==> src/rtl/serial_add_ctrl.sv <==
// serial_add_ctrl
//   Bit-serial adder sequencer. Accepts two WIDTH-bit operands and a carry-in
//   over a valid/ready handshake. It then drives one external 1-bit full adder
//   LSB-first, one bit per clock. When all bits are done it returns the sum and
//   the final carry over a second valid/ready handshake.
//
//   Optional feature: define SERIAL_ADD_OVF_EN to register the two's-complement
//   overflow flag. When the macro is not defined, ovf is tied to 0.
//
// Ports
//   clk, rst            clock; synchronous active-high reset
//   in_valid/in_ready   operand handshake (ready only in IDLE)
//   op_a, op_b, op_cin  operands, sampled only on the accept edge
//   fa_a, fa_b, fa_c_in to the external full adder (all 0 outside RUN)
//   fa_sum, fa_c_out    from the external full adder (combinational)
//   out_valid/out_ready result handshake (valid only in DONE)
//   res_sum, res_cout   low WIDTH bits of A+B+cin, and the carry out of the MSB
//   ovf                 signed overflow (only with SERIAL_ADD_OVF_EN)
//   busy                high in RUN or DONE
module serial_add_ctrl #(
  parameter int WIDTH = 4
) (
  input  logic             clk,
  input  logic             rst,
  input  logic             in_valid,
  output logic             in_ready,
  input  logic [WIDTH-1:0] op_a,
  input  logic [WIDTH-1:0] op_b,
  input  logic             op_cin,
  output logic             fa_a,
  output logic             fa_b,
  output logic             fa_c_in,
  input  logic             fa_sum,
  input  logic             fa_c_out,
  output logic             out_valid,
  input  logic             out_ready,
  output logic [WIDTH-1:0] res_sum,
  output logic             res_cout,
  output logic             ovf,
  output logic             busy
);

  localparam int CW = $clog2(WIDTH) + 1;

  typedef enum logic [1:0] {S_IDLE, S_RUN, S_DONE} state_t;

  state_t           state_q, state_d;
  logic [WIDTH-1:0] a_q, a_d;
  logic [WIDTH-1:0] b_q, b_d;
  logic [WIDTH-1:0] sum_q, sum_d;
  logic             carry_q, carry_d;
  logic             cout_q, cout_d;
  logic [CW-1:0]    cnt_q, cnt_d;
`ifdef SERIAL_ADD_OVF_EN
  logic             ovf_q, ovf_d;
`endif

  always_comb begin
    state_d = state_q;
    a_d     = a_q;
    b_d     = b_q;
    sum_d   = sum_q;
    carry_d = carry_q;
    cout_d  = cout_q;
    cnt_d   = cnt_q;
`ifdef SERIAL_ADD_OVF_EN
    ovf_d   = ovf_q;
`endif
    case (state_q)
      S_IDLE: begin
        if (in_valid) begin
          a_d     = op_a;
          b_d     = op_b;
          carry_d = op_cin;
          cnt_d   = '0;
          sum_d   = '0;
          cout_d  = 1'b0;
`ifdef SERIAL_ADD_OVF_EN
          ovf_d   = 1'b0;
`endif
          state_d = S_RUN;
        end
      end
      S_RUN: begin
        // Each new sum bit enters at the MSB. After WIDTH shifts, bit 0 holds
        // the LSB. This form also stays legal when WIDTH is 1.
        sum_d   = (sum_q >> 1) | (WIDTH'(fa_sum) << (WIDTH - 1));
        a_d     = a_q >> 1;
        b_d     = b_q >> 1;
        carry_d = fa_c_out;
        cnt_d   = cnt_q + CW'(1);
        if (cnt_q == CW'(WIDTH - 1)) begin
          cout_d  = fa_c_out;
`ifdef SERIAL_ADD_OVF_EN
          // carry_q is the carry into the MSB on this final edge.
          ovf_d   = carry_q ^ fa_c_out;
`endif
          state_d = S_DONE;
        end
      end
      S_DONE: begin
        if (out_ready) state_d = S_IDLE;
      end
      default: state_d = S_IDLE;
    endcase
  end

  always_ff @(posedge clk) begin
    if (rst) begin
      state_q <= S_IDLE;
      a_q     <= '0;
      b_q     <= '0;
      sum_q   <= '0;
      carry_q <= 1'b0;
      cout_q  <= 1'b0;
      cnt_q   <= '0;
`ifdef SERIAL_ADD_OVF_EN
      ovf_q   <= 1'b0;
`endif
    end else begin
      state_q <= state_d;
      a_q     <= a_d;
      b_q     <= b_d;
      sum_q   <= sum_d;
      carry_q <= carry_d;
      cout_q  <= cout_d;
      cnt_q   <= cnt_d;
`ifdef SERIAL_ADD_OVF_EN
      ovf_q   <= ovf_d;
`endif
    end
  end

  assign in_ready  = (state_q == S_IDLE);
  assign out_valid = (state_q == S_DONE);
  assign busy      = (state_q != S_IDLE);
  assign fa_a      = (state_q == S_RUN) & a_q[0];
  assign fa_b      = (state_q == S_RUN) & b_q[0];
  assign fa_c_in   = (state_q == S_RUN) & carry_q;
  assign res_sum   = sum_q;
  assign res_cout  = cout_q;
`ifdef SERIAL_ADD_OVF_EN
  assign ovf       = ovf_q;
`else
  assign ovf       = 1'b0;
`endif

endmodule
==> config.mk <==
export PLATFORM = sky130hd
export DESIGN_NAME = serial_add_ctrl
export DESIGN_NICKNAME = d
export VERILOG_FILES = /design/src/rtl/serial_add_ctrl.sv
export SDC_FILE = /design/constraint.sdc
export NUM_CORES = 1
export LEC_CHECK = 0
export ABC_AREA = 1
export CORE_ASPECT_RATIO = 0.5
export CORE_UTILIZATION = 33
export CTS_BUF_LIST = sky130_fd_sc_hd__clkbuf_4
export DETAILED_ROUTE_END_ITERATION = 8
export GPL_TIMING_DRIVEN = 0
export PLACE_DENSITY_LB_ADDON = 0.12
export SLEW_MARGIN = 5
export SYNTH_ARGS = -nofsm -noshare
export SYNTH_HDL_FRONTEND = slang
export SYNTH_SLANG_ARGS = --single-unit
==> constraint.sdc <==
create_clock -name clk -period 2 [get_ports clk]
set_input_delay 0.2 -clock clk [delete_from_list [all_inputs] [get_ports clk]]
set_output_delay 0.2 -clock clk [all_outputs]
set_load 0.02 [all_outputs]
==> metrics.csv <==
stage,metric,value,unit
global_route,vias in the first global route,694,
clock_tree,hold buffer count at CTS,0,
sta,final hold vios,0,
global_route,largest net degree at the start of global routing,11,
global_route,first-pass GRT wire length,3.04,mm
layout,fill count,256,
clock_tree,clk sinks,19,
layout,synthesis-to-finish area growth,36.1,%
routing,Post-DRT Antenna Nets,0,
sta,crit path time final,1830,ps
synth,mapped cell area,887,sq um
worst_setup_path,reg2reg end,cnt_q[2],
placement,# port buffers,25,
worst_setup_path,"Max FO, Critical Path",6,
synth,sequential area share after synthesis,42.9,%
sta,sum of negative setup slack,0,ps
power_and_ir_drop,maximum vdd ir drop,0.355,mV
sta,max-slew violations,0,
routing,via count,846,
power_and_ir_drop,leakage power total,0.543,nW
worst_setup_path,Required @ worst endpoint,1800,ps
clock_tree,Worst-path clk slew,110,ps
routing,post-DR wirelength/cell,9.48,microns
clock_tree,Post-CTS Repair Setup Buffers,0,
placement,RePlAce Congestion,0.782,
synth,syn avg cell area,6.62,sq um
sta,period utilization,91.6,%
die,core box area,2370,sq um
die,number of placement rows,12,
worst_setup_path,reg-to-reg startpoint,cnt_q[0],
global_route,met2 Use GR,23.9,%
die,die height,38.7,microns
hold_path,HP Class,in2reg,
placement,Detail Placement HPWL,1.38,mm
synth,Syn Inst Count,134,
synth,top cell type's share of synthesized area,42.9,%
clock_tree,CTS max path bufs,2,
worst_setup_path,crit path from,state_q[0],
synth,Seq cells post-synth,19,
synth,Netlist cell types,15,
placement,post-place setup slack,315,ps
sta,clk_skew,2.31,ps
synth,Yosys top cell by area,dfxtp_1,
worst_setup_path,worst setup path end,in_ready,
die,die area,2910,sq um
sta,fmax,546,MHz
clock_tree,CTS tree,yes,
die,Starting Density,37.4,%
worst_setup_path,crit start category,flip-flop,
power_and_ir_drop,P per Cell Area,647,nW/um^2
sta,RSZ-0062 raised after global routing,no,
worst_setup_path,Critical Path Sink Type,output pin,
routing,DR iter-0 viols,11,
synth,warnings from Yosys,0,
layout,fin nets,181,
power_and_ir_drop,overall power,0.781,mW
sta,setup ws final,168,ps
routing,drt total wl,1.88,mm
global_route,initial antenna violation count,0,
synth,syn_nets,151,
worst_setup_path,Crit Path Class,reg2out,
flow_run,Max Cap Violations,0,
die,I/O pin cnt,27,
clock_tree,CTS resizes,3,
sta,# setup viols final,0,
global_route,total grt overflow,0,
outcome,status,completed,
clock_tree,clk root buf,clkbuf_4,
die,Die X,75.3,microns
clock_tree,CTS buffer count,3,
global_route,gr usage total,15.0,%
clock_tree,Max H-tree Level,1,
global_route,GR Layer Usage met1,18.7,%
synth,largest cells by area after synthesis,"dfxtp_1, nand2_1, nor2_1",
worst_setup_path,crit path DAT,1630,ps
routing,via density per instance,4.27,
clock_tree,clock latency on the worst-skew pair,300,ps
layout,Antenna Diode Count,0,
layout,layout cells sized above 1,7.36,%
routing,DRC Markers,0,
global_route,Most Crowded Layer GR,met2,
global_route,M3 GR Usage,6.51,%
worst_setup_path,Register-to-Register Path Depth,4,
worst_setup_path,"setup slack, reg-to-reg",800,ps
routing,First-pass DRT Iterations,4,
per-stage QoR:
| step | cell area, sq um | utilization (%) | std cells | hold slack, ps |
|---|---|---|---|---|
| after detailed placement | 1180 | 49.8 | 194 | 457 |
| after global routing | 1210 | 50.9 | 198 | 462 |
| after CTS | 1210 | 50.9 | 198 | 448 |
| after global placement | 1180 | 49.8 | 194 | 450 |
| final | 1210 | 50.9 | 198 | 453 |
| after floorplan | 887 | - | 134 | 269 |
final cells by class:
type,count,area (sq um),area share [%]
multi-input combinational,96,417,34.5
tap,35,43.8,3.63
timing repair buffer,25,246,20.4
sequential,19,380,31.5
clock buffer,4,30.0,2.49
buffer,6,41.3,3.42
inverter,13,48.8,4.04
placed cells by master, fill, tap and decap left out, drive strengths merged:
cell and n:
nand2 51, clkdlybuf4s50 22, nor2 22, nand3 5, dlygate4sd2 3, a21oi 12, or2 2, o21ai 1
ha 2, buf 6, dfxtp 19, clkbuf 4, conb 1, inv 13
critical path, stage by stage, from the launching register on:
cell and delay [ps]:
dfxtp_1 390, nor2_1 290, clkdlybuf4s50_1 660
Yosys cell counts:
master	n
nor2_4	1
o21ai_2	1
buf_1	1
inv_2	1
buf_4	5
conb_1	1
inv_1	12
or2_0	1
a21oi_1	12
nor2_1	21
ha_1	2
nand2_1	51
nand3_1	5
or2_1	1
dfxtp_1	19
state kept, by name, summed over array words and instances, names as in the netlist:
signal and count:
a_q 4, b_q 4, carry_q 1, cnt_q 3, res_cout 1, res_sum 4
state_q 2
worst min-delay path by stage:
stage / from / endpoint / depth (start not counted)
after global routing: fa_sum / res_sum[3] / 3
after global placement: res_sum[0] / res_sum[0] / 2
after floorplan: rst / cnt_q[1] / 1
after detailed placement: a_q[3] / a_q[3] / 2
final: fa_sum / res_sum[3] / 3
after CTS: fa_sum / res_sum[3] / 3
logic make-up (layout without fill, tap and decap cells):
| logic type | count (synthesis) | count (layout) | synth area share [%] |
|---|---|---|---|
| simple gates | 80 | 80 | 36.0 |
| flops | 19 | 19 | 42.9 |
| buf+inv | 19 | 48 | 10.2 |
| other cells | 1 | 1 | 0.423 |
| compound gates | 13 | 13 | 7.76 |
| fa+ha+maj | 2 | 2 | 2.82 |
power by group:
group          switching, mW  internal (mW)  total (mW)
sequential            0.0111          0.399       0.410
clock                  0.121         0.0913       0.213
combinational         0.0849         0.0733       0.158
routing by layer:
layer | routed length (microns) | part of all wire [%] | up-vias
met1 | 982 | 52 | 367
met3 | 90 | 4.8 | 2
met4 | 8 | 0.43 | 0
met5 | 0 | 0 | -
li1 | - | - | 462
met2 | 798 | 42 | 15
No activity file was read; power rests on OpenSTA's default activity.
